`config.mk`:
```
export PLATFORM = sky130hd
export DESIGN_NAME = hmac_job_arbiter_flat
export DESIGN_NICKNAME = d
export VERILOG_FILES = /design/src/rtl/hmac_job_arbiter_if.sv /design/src/rtl/hmac_job_arbiter.sv /design/src/flat_wrapper.sv
export SDC_FILE = /design/constraint.sdc
export NUM_CORES = 1
export LEC_CHECK = 0
export ABC_AREA = 1
export CAP_MARGIN = 10
export CORE_AREA = 4 4 471 473
export CTS_CLUSTER_DIAMETER = 40
export DETAILED_ROUTE_END_ITERATION = 8
export DIE_AREA = 0 0 475 477
export PLACE_DENSITY = 0.3
export SYNTH_ARGS = -nofsm -noshare
export SYNTH_HDL_FRONTEND = slang
export SYNTH_SLANG_ARGS = --single-unit
```
`constraint.sdc`:
```
create_clock -name clk -period 4.6 [get_ports clk]
set_clock_uncertainty 0.15 [all_clocks]
set_input_delay 0.46 -clock clk [delete_from_list [all_inputs] [get_ports clk]]
set_output_delay 0.46 -clock clk [all_outputs]
set_load 0.01 [all_outputs]
```
`src/rtl/hmac_job_arbiter_if.sv`:
```
// Core-side HMAC port of secure_key_system as seen by the job arbiter.
// The arbiter is the master: it starts jobs and streams message words;
// the core answers with ready, the digest and a done pulse.
interface hmac_job_arbiter_if;
   logic         hmac_start;
   logic [31:0]  hmac_word;
   logic         hmac_valid;
   logic         hmac_last;
   logic         hmac_ready;
   logic [511:0] hmac_value;
   logic         hmac_done;

   modport master (
      output hmac_start,
      output hmac_word,
      output hmac_valid,
      output hmac_last,
      input  hmac_ready,
      input  hmac_value,
      input  hmac_done
   );

   modport slave (
      input  hmac_start,
      input  hmac_word,
      input  hmac_valid,
      input  hmac_last,
      output hmac_ready,
      output hmac_value,
      output hmac_done
   );
endinterface

```
`src/rtl/hmac_job_arbiter.sv`:
```
// Round-robin arbiter sharing the single HMAC port of secure_key_system
// between NUM_REQ requesters. One job at a time: grant, start pulse,
// stream the owner's words, wait for the digest (with a watchdog), hand
// the result back, release. New jobs are only granted while the PUF key
// is valid; a job already running is never aborted by key or req changes.
module hmac_job_arbiter #(
   parameter int NUM_REQ        = 4,
   parameter int TIMEOUT_CYCLES = 4096
) (
   input  logic                  clk,
   input  logic                  reset,
   input  logic                  key_valid,
   input  logic [NUM_REQ-1:0]    req,
   input  logic [NUM_REQ*32-1:0] req_word,
   input  logic [NUM_REQ-1:0]    req_valid,
   input  logic [NUM_REQ-1:0]    req_last,
   output logic [NUM_REQ-1:0]    req_ready,
   output logic [NUM_REQ-1:0]    grant,
   output logic [NUM_REQ-1:0]    job_done,
   output logic [NUM_REQ-1:0]    job_error,
   output logic [511:0]          result,
   output logic                  busy,
   hmac_job_arbiter_if.master    core
);

   localparam int IDX_W = $clog2(NUM_REQ);
   localparam int TMR_W = $clog2(TIMEOUT_CYCLES);

   localparam logic [IDX_W-1:0]   LAST_IDX   = IDX_W'(NUM_REQ - 1);
   localparam logic [TMR_W-1:0]   TIMER_LAST = TMR_W'(TIMEOUT_CYCLES - 1);
   localparam logic [NUM_REQ-1:0] ONE_HOT0   = {{(NUM_REQ-1){1'b0}}, 1'b1};

   typedef enum logic [2:0] {
      IDLE      = 3'd0,
      START     = 3'd1,
      STREAM    = 3'd2,
      WAIT_DONE = 3'd3,
      RELEASE   = 3'd4
   } state_t;

   state_t           state;
   logic [IDX_W-1:0] owner;
   logic [IDX_W-1:0] rr_ptr;
   logic [TMR_W-1:0] timer;

   logic             pick_found;
   logic [IDX_W-1:0] pick_idx;
   logic             xfer;
   logic [IDX_W-1:0] rr_next;

   // Round-robin search: first pending request at or after rr_ptr, wrapping.
   always_comb begin
      pick_found = 1'b0;
      pick_idx   = {IDX_W{1'b0}};
      for (int k = 0; k < NUM_REQ; k++) begin
         if (!pick_found && req[(int'(rr_ptr) + k) % NUM_REQ]) begin
            pick_found = 1'b1;
            pick_idx   = IDX_W'((int'(rr_ptr) + k) % NUM_REQ);
         end else begin
            pick_found = pick_found;
         end
      end
   end

   // Pointer value that gives the requester after the current owner priority.
   always_comb begin
      if (owner == LAST_IDX) begin
         rr_next = {IDX_W{1'b0}};
      end else begin
         rr_next = owner + IDX_W'(1);
      end
   end

   // Forward the owner's stream to the core; everything idles outside STREAM.
   always_comb begin
      core.hmac_word  = 32'd0;
      core.hmac_valid = 1'b0;
      core.hmac_last  = 1'b0;
      req_ready       = {NUM_REQ{1'b0}};
      if (state == STREAM) begin
         core.hmac_word   = req_word[32*int'(owner) +: 32];
         core.hmac_valid  = req_valid[owner];
         core.hmac_last   = req_last[owner];
         req_ready[owner] = core.hmac_ready;
      end else begin
         req_ready = {NUM_REQ{1'b0}};
      end
   end

   assign xfer = core.hmac_valid && core.hmac_ready;

   // Job sequencer with registered grant, pulses, digest and watchdog timer.
   always_ff @(posedge clk) begin
      if (reset) begin
         state           <= IDLE;
         owner           <= {IDX_W{1'b0}};
         rr_ptr          <= {IDX_W{1'b0}};
         timer           <= {TMR_W{1'b0}};
         grant           <= {NUM_REQ{1'b0}};
         job_done        <= {NUM_REQ{1'b0}};
         job_error       <= {NUM_REQ{1'b0}};
         result          <= 512'd0;
         busy            <= 1'b0;
         core.hmac_start <= 1'b0;
      end else begin
         job_done        <= {NUM_REQ{1'b0}};
         job_error       <= {NUM_REQ{1'b0}};
         core.hmac_start <= 1'b0;
         case (state)
            IDLE: begin
               if (key_valid && pick_found) begin
                  owner           <= pick_idx;
                  grant           <= ONE_HOT0 << pick_idx;
                  core.hmac_start <= 1'b1;
                  busy            <= 1'b1;
                  state           <= START;
               end else begin
                  state <= IDLE;
               end
            end
            START: begin
               state <= STREAM;
            end
            STREAM: begin
               if (xfer && core.hmac_last) begin
                  timer <= {TMR_W{1'b0}};
                  state <= WAIT_DONE;
               end else begin
                  state <= STREAM;
               end
            end
            WAIT_DONE: begin
               timer <= timer + TMR_W'(1);
               // A digest arriving on the timeout cycle still counts as success.
               if (core.hmac_done) begin
                  result   <= core.hmac_value;
                  job_done <= grant;
                  state    <= RELEASE;
               end else if (timer == TIMER_LAST) begin
                  job_error <= grant;
                  state     <= RELEASE;
               end else begin
                  state <= WAIT_DONE;
               end
            end
            RELEASE: begin
               grant  <= {NUM_REQ{1'b0}};
               rr_ptr <= rr_next;
               busy   <= 1'b0;
               state  <= IDLE;
            end
            default: begin
               grant <= {NUM_REQ{1'b0}};
               busy  <= 1'b0;
               state <= IDLE;
            end
         endcase
      end
   end

endmodule

```
`src/flat_wrapper.sv`:
```
// flat-port wrapper written by rule: the top's interface ports become plain ports
module hmac_job_arbiter_flat 
#(
   parameter int NUM_REQ        = 4,
   parameter int TIMEOUT_CYCLES = 4096
)
  (clk, reset, key_valid, req, req_word, req_valid, req_last, req_ready, grant, job_done, job_error, result, busy, core_hmac_start, core_hmac_word, core_hmac_valid, core_hmac_last, core_hmac_ready, core_hmac_value, core_hmac_done);
  hmac_job_arbiter_if core_i ();
  input  logic clk;
  input  logic reset;
  input  logic key_valid;
  input  logic [NUM_REQ-1:0] req;
  input  logic [NUM_REQ*32-1:0] req_word;
  input  logic [NUM_REQ-1:0] req_valid;
  input  logic [NUM_REQ-1:0] req_last;
  output logic [NUM_REQ-1:0] req_ready;
  output logic [NUM_REQ-1:0] grant;
  output logic [NUM_REQ-1:0] job_done;
  output logic [NUM_REQ-1:0] job_error;
  output logic [511:0] result;
  output logic busy;
  output wire logic [$bits(core_i.hmac_start)-1:0] core_hmac_start;
  output wire logic [$bits(core_i.hmac_word)-1:0] core_hmac_word;
  output wire logic [$bits(core_i.hmac_valid)-1:0] core_hmac_valid;
  output wire logic [$bits(core_i.hmac_last)-1:0] core_hmac_last;
  input wire logic [$bits(core_i.hmac_ready)-1:0] core_hmac_ready;
  input wire logic [$bits(core_i.hmac_value)-1:0] core_hmac_value;
  input wire logic [$bits(core_i.hmac_done)-1:0] core_hmac_done;
  assign core_hmac_start = core_i.hmac_start;
  assign core_hmac_word = core_i.hmac_word;
  assign core_hmac_valid = core_i.hmac_valid;
  assign core_hmac_last = core_i.hmac_last;
  assign core_i.hmac_ready = core_hmac_ready;
  assign core_i.hmac_value = core_hmac_value;
  assign core_i.hmac_done = core_hmac_done;
  hmac_job_arbiter #(.NUM_REQ(NUM_REQ), .TIMEOUT_CYCLES(TIMEOUT_CYCLES)) u_core (.clk(clk), .reset(reset), .key_valid(key_valid), .req(req), .req_word(req_word), .req_valid(req_valid), .req_last(req_last), .req_ready(req_ready), .grant(grant), .job_done(job_done), .job_error(job_error), .result(result), .busy(busy), .core(core_i));
endmodule
```
Word-level counts from Yosys, hierarchy flattened
Index checks and enable logic that the tools add are counted.
{"block": "classes", "add_sub_neg": 5, "n_lt_le_gt_ge": 6, "eq_ne": 8, "shifts": 2, "mux": 42, "bitwise_logic": 9, "n_reduce_logical": 23}
{"cell": "indexed part select 128 x 8 -> 32 bit", "n": 1}
{"cell": "2-to-1 mux 32 bit", "n": 1}
{"cell": "one-hot mux 12 bit (2 select lines)", "n": 1}
{"cell": "2-to-1 mux 1 bit", "n": 20}
{"cell": "adder 12 x 1 -> 12 bit (second input constant)", "n": 1}
{"cell": "binary-select mux 1 bit (select 2 bit)", "n": 6}
{"cell": "equality test 12 bit (second input constant)", "n": 1}
{"cell": "< comparator 3 x 4 -> 1 bit (second input constant)", "n": 3}
{"cell": "2-to-1 mux 12 bit", "n": 1}
{"cell": "one-hot mux 3 bit (4 select lines)", "n": 1}
{"cell": "2-to-1 mux 2 bit", "n": 5}
{"cell": "2-to-1 mux 4 bit", "n": 2}
{"cell": "one-hot mux 4 bit (2 select lines)", "n": 1}
{"cell": "AND reduction 2 bit", "n": 4}
{"cell": "OR reduction 2 bit", "n": 4}
{"cell": "logical AND 1 bit", "n": 7}
{"cell": "equality test 3 x 2 -> 1 bit (second input constant)", "n": 2}
{"cell": "< comparator 2 x 3 -> 1 bit (second input constant)", "n": 2}
{"cell": "2-to-1 mux 3 bit", "n": 2}
{"cell": "OR reduction 3 bit", "n": 2}
{"cell": "inverter 1 bit", "n": 5}
{"cell": "adder 2 x 1 -> 2 bit (second input constant)", "n": 2}
{"cell": "adder 2 bit (second input constant)", "n": 2}
{"cell": "bitwise AND 4 bit", "n": 1}
{"cell": "14 further kinds", "n": 18}
{"block": "word_totals", "register_bits": 545, "word_cells": 105}

Depth between registers and ports, before layout
Gate-level depths: netlist (run 1).
{"block": "logic_depth", "depth_word": 17, "mapped_depth": 12}

Worst setup path before layout (run 1)
No wires, ideal clock.
{"block": "synth_path", "path_type": "register to output", "start": "reg u_core.state[1]", "end": "out core_hmac_word[10]", "arrival_ns": 1.353, "t_required_ns": 3.990, "slack_ns": 2.637, "stages_incl_launch_ff": 7, "path_buffers": 2, "path_cell_list": "dfxtp_1 > inv_1 > nor3_1 > inv_1 > clkbuf_1 > buf_2 > a21oi_1"}
{"block": "synth_between", "elab_chain_len": 2}
{"element": "start: declaration", "line_no": "hmac_job_arbiter.sv:41", "source": "state_t state;"}
{"element": "start signal: assignment", "line_no": "hmac_job_arbiter.sv:95", "source": "state <= IDLE;"}
{"element": "start signal: assignment", "line_no": "hmac_job_arbiter.sv:116", "source": "state <= START;"}
{"element": "start signal: assignment", "line_no": "hmac_job_arbiter.sv:118", "source": "state <= IDLE;"}
{"element": "equality test 3 x 2 -> 1 bit", "line_no": "hmac_job_arbiter.sv:80", "source": "if (state == STREAM) begin"}
{"element": "2-to-1 mux 32 bit", "line_no": "hmac_job_arbiter.sv:80"}
{"element": "end: declaration", "line_no": "flat_wrapper.sv:23", "source": "output wire logic [$bits(core_i.hmac_word)-1:0] core_hmac_word;"}
No other way between the ends.

Final worst setup path (run 1)
{"block": "layout_path", "start": "reg u_core.state[1]", "end": "out core_hmac_word[6]"}
Same word-level chain as after synthesis.

==> results.cfg, run 1 <==
[synthesis]
syn-num-nets = 3398
synth.top_cell.area_share = 0.538
yosysWarnings = 0
yosysSeqAreaShare = 0.538
ys_async_sr_fraction = 0
postSynthAreaPerCell_sq_um = 7.42
ys_seq_elements = 545
synth_top_cell_by_area = dfxtp_1
syn-instance-count = 2736
synthTopCellsByArea = dfxtp_1 (54%), nor2_1 (22%), o21ai_0 (14%)
synth-main-ff-cell = dfxtp_1
synth_area_sq_mm = 0.0203
yosysMostFrequentCell = nor2_1
synth_edf_count = 0
yosysUniqueCellTypes = 32
yosys-top-cells-count = nor2_1 (1188), o21ai_0 (588), dfxtp_1 (545), clkbuf_1 (114), buf_2 (72)

[sta]
worst_slack_ns = 0.692
rsz0062_at_grt = no
fmax_ghz = 0.256
setup_viol = 0
finalCritPeriodShare = 0.850
finalCriticalPeriod_ns = 3.91
tns_ns = 0
max_slew_margin = 0.329
hold_viol_final = 0
max_slew.worst_pin.slew_ns = 1.01
drv_slew = 0

[pwr]
p_sw_w = 0.00431
pwr-share-clk = 0.650
cellPowerDensity_mw_per_mm2 = 431
power.internal_w = 0.0136
vdd_drop_max_mv = 0.336
p_leak_nw = 16.3
pwr-share-comb = 0.077
seq_power_share = 0.273
switching_share = 0.241

[global_routing]
grt_max_degree = 176
grt_pass1_vias = 24100
grt_pass1_wl_um = 207000
gr-total-overflow = 0
antenna_found_initial = 90
grt_usage = 0.132

[cts]
htreeDepth = 4
cts-root-buf = clkbuf_16
cts_buffers = 164
cts_resized = 0
cts_tree = built
clk_pin_slew_ns = 0.05
clkLatencyLatePin_ns = 0.77
cts_max_path_buffers = 3
clock_sinks = 545

[final_layout]
layout-area-overhead-vs-synth_pct = 104
fin_cells = 6988
n_fill_cell = 24300
final_util = 0.191
multi_input_area_sq_mm = 0.00838
postLayoutCellArea_sq_mm = 0.0415
regArea_sq_mm = 0.0109
drive_gt1_frac = 0.0820
nets = 4625

[outcome]
outcome = finished, final reports clean

[critical_path]
start_kind = flop
max_stage_delay_ns = 0.60
rrSetupSlack_ns = 2.01
path_common_cell = inv_1
crit_cells = 6
regToRegStartpoint = u_core.state[2]
crit_slowest_cell = clkdlybuf4s50_1
critPathKind = reg -> out
crit_arrival_ns = 3.30
worstPathCellList = inv_1 > nor3_1 > inv_1 > buf_4 > a21oi_1 > clkdlybuf4s50_1
crit_fanout = 25
crit_family = buffers and inverters
crit_required_ns = 3.99
r2r_cells = 7
cp-end-kind = output pin
cp_num_buf_inv = 4
r2r-end = u_core.result[237]

[routing]
vias = 23600
postRouteAntennaNets = 0
first_pass_iters = 5
detail_route.wl_per_cell_um = 22.3
viasPerCell = 3.38
drt_iter0_drc = 997
totalWireLength_um = 156000
drc_errors = 0

[place]
io_buffers = 1220
hpwl_um = 121000
gp_congestion = 0.793
pre_cts_ws_ns = 1.39
dp_cells = 6642
placed_area_sq_mm = 0.0356

[floorplan]
dieArea_sq_mm = 0.227
dieWidth_um = 475
coreArea_sq_mm = 0.217
initial_core_util = 0.0936
pin_count = 1221
row_count = 171
die_h_um = 477

[hold_path]
hold_path.class = in -> reg
whs_path_depth = 3
worstHoldEndpoint = u_core.result[23]
min-delay-start = core_hmac_value[23]

[run]
maxCapViolCount = 0
-- cells by family after synthesis --
| kind of cell | count (synthesis) | share of synthesized area |
|---|---|---|
| AOI/OAI and AO/OA | 654 | 0.163 |
| adders and majority gates | 5 | 0.00308 |
| buffers and inverters | 236 | 0.0499 |
| DFF | 545 | 0.538 |
| and+or+nand+nor | 1296 | 0.247 |
-- cells in the final DEF (no fill, tap or decap), types with 2 or more instances in the layout --
cell type        count
clkinv_8             4
nor2_4               3
nand2_2             10
dlygate4sd3_1        9
inv_2                7
nor2_1            1188
dfxtp_1            544
nand4_1              3
clkdlybuf4s50_1   1220
bufinv_16           16
buf_12              11
nand3_4              2
inv_8                2
a21oi_1             54
nand3_2              4
buf_4               20
clkbuf_8            35
ha_1                 5
diode_2             36
nand3_1             18
clkinv_16            6
clkinv_2            37
inv_1               27
inv_16               3
a31oi_1              3
nand2_1             65
a21oi_2              2
clkbuf_16          164
clkbuf_1            31
clkinvlp_4           4
o21ai_0            588
-- cell type report --
| cell class | instances | share of cell area |
|---|---|---|
| diodes | 36 | 0.00217 |
| clock buffers | 230 | 0.113 |
| clock inverters | 71 | 0.0243 |
| inverters | 37 | 0.00377 |
| multi-input cells | 1955 | 0.202 |
| flip-flops and latches | 545 | 0.263 |
| well taps | 2854 | 0.0861 |
| repair buffers | 1260 | 0.305 |
-- state kept, by name, summed over array words and instances, names as in the netlist --
signal and count:
u_core.grant 4, u_core.job_error 4, u_core.busy 1, u_core.timer 12, u_core.owner 2, u_core.state 3
u_core.job_done 4, u_core.core.hmac_start 1, u_core.rr_ptr 2, u_core.result 512
-- power groups by stage --
stage	Clock (W)	Sequential (W)	Combinational (W)
3_5_place_dp	0	0.00496	0.00139
4_1_cts	0.0121	0.00488	0.00141
3_3_place_gp	0	0.00496	0.00140
5_1_grt	0.0123	0.00489	0.00149
6_report	0.0116	0.00488	0.00138
2_1_floorplan	0	0.00499	0.000338
-- worst max path at each step --
stage | from | to | slack [ns]
6_report | u_core.state[1] | core_hmac_word[6] | 0.69
5_1_grt | u_core.state[1] | core_hmac_word[6] | 0.37
4_1_cts | u_core.state[1] | core_hmac_word[6] | 0.50
3_5_place_dp | u_core.state[1] | core_hmac_word[6] | 1.39
3_3_place_gp | u_core.state[1] | core_hmac_word[6] | 1.33
2_1_floorplan | u_core.state[1] | core_hmac_word[10] | 2.64
-- stage by stage --
step | total power (W) | hold WS, ns
2_1_floorplan | 0.00533 | 0.289
3_3_place_gp | 0.00637 | 0.313
3_5_place_dp | 0.00636 | 0.311
4_1_cts | 0.0184 | 0.000198
5_1_grt | 0.0187 | 0.0196
6_report | 0.0179 | 0.119
-- what timing repair did --
item,in CTS,in global routing
hold buffers,9,0
buffers inserted,0,0
endpoints found under the hold margin,9,0
-- worst register-to-register path: cells and delay by family (launching register included) --
| family | cells | cell delay [ns] |
|---|---|---|
| AOI/OAI and AO/OA | 1 | 0.51 |
| DFF | 1 | 0.34 |
| buffers and inverters | 3 | 1.10 |
| and+or+nand+nor | 3 | 0.44 |
-- layer usage --
| layer | vias to the layer above | part of all wire | GRT usage |
|---|---|---|---|
| li1 | 11400 | - | - |
| met2 | 1147 | 0.44 | 0.205 |
| met1 | 10700 | 0.39 | 0.143 |
| met3 | 322 | 0.13 | 0.0791 |
| met4 | 38 | 0.037 | 0.0571 |
| met5 | - | 0.0016 | 0 |
Note: power is estimated with default switching activity, not from simulation.
==> run 2, diff against run 1 <==
--- a/config.mk
+++ b/config.mk
@@ -7,10 +7,10 @@
 export LEC_CHECK = 0
 export ABC_AREA = 1
 export CAP_MARGIN = 10
-export CORE_AREA = 4 4 471 473
+export CORE_AREA = 4 4 474 476
 export CTS_CLUSTER_DIAMETER = 40
 export DETAILED_ROUTE_END_ITERATION = 8
-export DIE_AREA = 0 0 475 477
+export DIE_AREA = 0 0 478 480
 export PLACE_DENSITY = 0.3
 export SYNTH_ARGS = -nofsm -noshare
 export SYNTH_HDL_FRONTEND = slang
==> constraint.sdc (replaced) <==
create_clock -name clk -period 3.2 [get_ports clk]
set_clock_uncertainty 0.15 [all_clocks]
set_input_delay 0.32 -clock clk [delete_from_list [all_inputs] [get_ports clk]]
set_output_delay 0.32 -clock clk [all_outputs]
set_load 0.01 [all_outputs]
==> results.cfg, run 2 (synthesis results as in run 1) <==
[outcome]
outcome = finished, final reports clean

[sta]
finalCriticalPeriod_ns = 3.08
max_slew.worst_pin.slew_ns = 0.697
rsz0062_at_grt = no
setup_viol = 0
drv_slew = 0
hold_viol_final = 0
finalCritPeriodShare = 0.964
worst_slack_ns = 0.116
fmax_ghz = 0.324
max_slew_margin = 0.536
tns_ns = 0

[global_routing]
met2_usage = 0.222
grt_usage = 0.135
grt_pass1_wl_um = 220000
grt_pass1_vias = 27000
top_usage_layer = met2
grt_max_degree = 107
antenna_found_initial = 80
met1_usage = 0.154
grtUsageMet3 = 0.0716
gr-total-overflow = 0

[pwr]
cellPowerDensity_mw_per_mm2 = 574
vdd_drop_max_mv = 0.459
p_leak_nw = 18.5

[floorplan]
die_h_um = 480
initial_core_util = 0.0918
dieArea_sq_mm = 0.229
coreArea_sq_mm = 0.221
pin_count = 1221
row_count = 173
dieWidth_um = 478

[final_layout]
largest_reg_flops = 512
largest_register = u_core.result
multi_input_area_sq_mm = 0.00838
final_cell_mix = clkdlybuf4s50_1 (1219), nor2_1 (1188), o21ai_0 (587), dfxtp_1 (543), dlygate4sd3_1 (439)
regArea_sq_mm = 0.0109
nets = 5105
drive_gt1_frac = 0.0875
n_fill_cell = 24500
layout-area-overhead-vs-synth_pct = 130
reg_top3 = u_core.result (512), u_core.timer (12)
postLayoutCellArea_sq_mm = 0.0467
final_common_cell = clkdlybuf4s50_1

[place]
hpwl_um = 128000
gp_congestion = 0.889
placed_area_sq_mm = 0.0362
io_buffers = 1220
pre_cts_ws_ns = 0.347

[routing]
drc_errors = 0
viasPerCell = 3.36
first_pass_iters = 5
vias = 25400
postRouteAntennaNets = 0
drt_iter0_drc = 1053
totalWireLength_um = 162000
detail_route.wl_per_cell_um = 21.5

[critical_path]
crit_slowest_cell = clkdlybuf4s50_1
cp-end-kind = output pin
cp_num_buf_inv = 2
critPathKind = reg -> out
max_stage_delay_ns = 0.55
crit_fanout = 7
start_kind = flop
crit_family = buffers and inverters
crit_arrival_ns = 2.61
worstPathCellList = buf_4 > nor2_1 > nor2_1 > o21ai_0 > a21oi_1 > clkdlybuf4s50_1
crit_required_ns = 2.73
path_common_cell = nor2_1

[cts]
clk_pin_slew_ns = 0.04
cts-root-buf = clkbuf_16
cts_buffers = 170
cts_max_path_buffers = 3
cts_tree = built
htreeDepth = 4
clkLatencyLatePin_ns = 0.75
clock_sinks = 545

[run]
maxCapViolCount = 0

[hold_path]
hold_path.class = in -> reg
run 2: worst paths after layout:
check / startpoint / to / slack [ns] / cells after the start
min reg2reg: u_core.timer[3] / u_core.timer[3] / 0.31 / 2
max: u_core.owner[0] / core_hmac_word[4] / 0.12 / 6
min: core_hmac_value[218] / u_core.result[218] / 0.08 / 3
max reg2reg: u_core.state[2] / u_core.result[37] / 0.67 / 8
run 2: final cells by class:
| cell class | instances | area share |
|---|---|---|
| multi-input cells | 1955 | 0.180 |
| inverters | 37 | 0.00367 |
| well taps | 2975 | 0.0798 |
| repair buffers | 1734 | 0.374 |
| clock inverters | 81 | 0.0241 |
| clock buffers | 230 | 0.104 |
| flip-flops and latches | 545 | 0.234 |
| diodes | 13 | 0.000697 |
run 2: power by group:
part	total (W)	switching (W)	internal [W]
Combinational	0.00253	0.00103	0.00150
Clock	0.0172	0.00544	0.0118
Sequential	0.00702	0.0000800	0.00694
Total	0.0268	0.00656	0.0202
run 2: worst min-delay path: cells and delay by family:
family	cells	cell delay (ns)
buf+inv	1	0.45
simple gates	2	0.17
run 2: routing by layer:
layer	wire length, um	vias up
li1	-	12300
met1	65700	11700
met2	73800	1150
met3	18600	319
met4	4320	10
met5	66	-
run 2: metrics by stage:
step	total power, W	util	hold slack (ns)	cells
after CTS	0.0274	0.211	0.000808	7554
final	0.0268	0.211	0.0751	7570
after floorplan	0.00766	-	0.289	2736
after global placement	0.00920	0.164	0.304	6804
after global routing	0.0279	0.211	0.0194	7563
after detailed placement	0.00919	0.164	0.309	6804
run 2: timing repair:
item | CTS | global route
hold endpoints to repair | 439 | 0
hold buffers | 439 | 0
cloned | 0 | 0
setup buffers | 0 | 3
endpoints found under the setup margin | 28 | 17
gates resized for setup | 10 | 10
pin swaps | 0 | 1
==> run 3, diff against run 2 <==
--- a/config.mk
+++ b/config.mk
@@ -5,7 +5,6 @@
 export SDC_FILE = /design/constraint.sdc
 export NUM_CORES = 1
 export LEC_CHECK = 0
-export ABC_AREA = 1
 export CAP_MARGIN = 10
 export CORE_AREA = 4 4 474 476
 export CTS_CLUSTER_DIAMETER = 40
==> results.cfg, run 3 <==
[sta]
worst_hold_slack_ns = 0.0590
max_slew.worst_pin.slew_ns = 0.864
drv_slew = 0
finalCriticalPeriod_ns = 3.08
worst_slack_ns = 0.115
max_slew_margin = 0.424
setup_viol = 0
fmax_ghz = 0.324
hold_viol_final = 0
finalCritPeriodShare = 0.964

[synthesis]
yosysSeqAreaShare = 0.538
synth.top_cell.area_share = 0.538
synth-main-ff-cell = dfxtp_1
ys_seq_elements = 545
syn-instance-count = 2477
synth_edf_count = 0
ys_async_sr_fraction = 0
postSynthAreaPerCell_sq_um = 8.19
yosys-top-cells-count = nand2_1 (1045), dfxtp_1 (545), a21oi_1 (530), clkbuf_1 (81), buf_6 (53)
syn-num-nets = 3139
synth_top_cell_by_area = dfxtp_1
yosysUniqueCellTypes = 41
yosysWarnings = 0
yosysMostFrequentCell = nand2_1
synth_area_sq_mm = 0.0203
synthTopCellsByArea = dfxtp_1 (54%), nand2_1 (19%), a21oi_1 (13%)

[final_layout]
largest_register = u_core.result
final_cell_mix = clkdlybuf4s50_1 (1197), nand2_1 (1044), dlygate4sd3_1 (543), dfxtp_1 (543), a21oi_1 (530)
layout-area-overhead-vs-synth_pct = 132
reg_top3 = u_core.result (512), u_core.timer (12)
drive_gt1_frac = 0.0878
final_common_cell = clkdlybuf4s50_1
n_fill_cell = 24500
final_util = 0.213
largest_reg_flops = 512
nets = 4949

[routing]
viasPerCell = 3.35
vias = 24800
drc_errors = 0
postRouteAntennaNets = 0
totalWireLength_um = 170000
first_pass_iters = 5
detail_route.wl_per_cell_um = 22.9
drt_iter0_drc = 966

[global_routing]
met2_usage = 0.216
top_usage_layer = met2
grt_pass1_vias = 26000
grt_pass1_wl_um = 224000
grt_usage = 0.141
antenna_found_initial = 90
grt_max_degree = 109
gr-total-overflow = 0
grtUsageMet3 = 0.0807
met1_usage = 0.166

[critical_path]
regToRegStartpoint = u_core.state[0]
r2r_cells = 7
rrSetupSlack_ns = 0.47
critPathKind = reg -> out
cp-end-kind = output pin
crit_required_ns = 2.73
start_kind = flop
crit_arrival_ns = 2.61
r2r-end = u_core.result[295]
crit_fanout = 9

[place]
gp_congestion = 0.847
io_buffers = 1220
pre_cts_ws_ns = 0.553
hpwl_um = 137000

[cts]
cts_tree = built
cts_buffers = 157
clock_sinks = 545
cts_max_path_buffers = 3
clkLatencyLatePin_ns = 0.76
cts-root-buf = clkbuf_16
htreeDepth = 4
clk_pin_slew_ns = 0.04

[floorplan]
die_h_um = 480
dieWidth_um = 478
pin_count = 1221
initial_core_util = 0.0918
dieArea_sq_mm = 0.229
coreArea_sq_mm = 0.221
row_count = 173

[outcome]
outcome = finished, final reports clean

[hold_path]
min-delay-start = core_hmac_value[412]
whs_path_depth = 3
worstHoldEndpoint = u_core.result[412]
hold_path.class = in -> reg

[pwr]
vdd_drop_max_mv = 0.500
cellPowerDensity_mw_per_mm2 = 546
p_leak_nw = 16.3

[run]
maxCapViolCount = 0
run 3: changes by cell type after synthesis, moves of 33 or more:
cell / change
nor2_1: -1179
nand2_1: +980
o21ai_0: -583
a21oi_1: +476
buf_6: +51
and2_1: +39
mux4_2: +34
clkbuf_1: -33
run 3: how the worst max path moves through the flow:
stage | end | from
6_report | core_hmac_word[21] | u_core.owner[0]
3_3_place_gp | core_hmac_word[1] | req_word[1]
4_1_cts | core_hmac_word[1] | u_core.owner[0]
5_1_grt | core_hmac_word[5] | u_core.owner[0]
2_1_floorplan | core_hmac_word[10] | u_core.owner[0]
3_5_place_dp | core_hmac_word[1] | req_word[1]
run 3: metrics by stage:
step	power [W]	cells	setup TNS, ns	area, sq um
floorplan	0.00746	2477	0	20300
global placement	0.00879	6550	0	35800
detailed placement	0.00878	6550	0	35800
CTS	0.0262	7382	-0.0632	46800
global route	0.0267	7405	-0.00358	47000
finish	0.0257	7413	0	47000
run 3: cell type report:
cell class | count | area, sq um | share of cell area
Tap cell | 2975 | 3720 | 0.0791
Timing Repair Buffer | 1840 | 18500 | 0.394
Sequential cell | 545 | 10900 | 0.232
Inverter | 6 | 22.5 | 0.000479
Clock buffer | 220 | 4520 | 0.0960
Antenna cell | 21 | 52.6 | 0.00112
Multi-Input combinational cell | 1737 | 8190 | 0.174
Clock inverter | 69 | 1080 | 0.0229
run 3: repair_timing:
item	in CTS	in global routing
setup endpoints to repair	18	13
gates resized for setup	18	7
buffers inserted	0	9
endpoints found under the hold margin	475	0
hold buffers	543	0
cloned	0	1
pin swaps	0	0
run 3: worst max-delay path: stages, from the launching register on:
cell and delay (ns):
dfxtp_4 0.41, buf_12 0.14, buf_12 0.15, mux4_2 0.49, and2_1 0.17, clkdlybuf4s50_1 0.48
run 3: power by group:
group / switching, W / internal [W] / leakage [nW]
combinational: 0.000864 / 0.00142 / 9.16
clock: 0.00506 / 0.0114 / 2.73
sequential: 0.0000481 / 0.00689 / 4.39
total: 0.00597 / 0.0197 / 16.3
run 3: routing by layer:
metal  wire [um]  vias up
met4        5410       58
met1       70300    11600
li1            -    11800
met2       72900     1105
met3       20800      263
met5         373        -
run 3: logic make-up after synthesis:
group                    Yosys count  synth area share
adder cells (fa/ha/maj)            5           0.00308
buffers and inverters            195            0.0592
AO/OA/AOI/OAI                    547             0.137
flip-flops                       545             0.538
XOR/XNOR                           2          0.000864
AND/OR/NAND/NOR                 1149             0.225
multiplexers                      34            0.0377
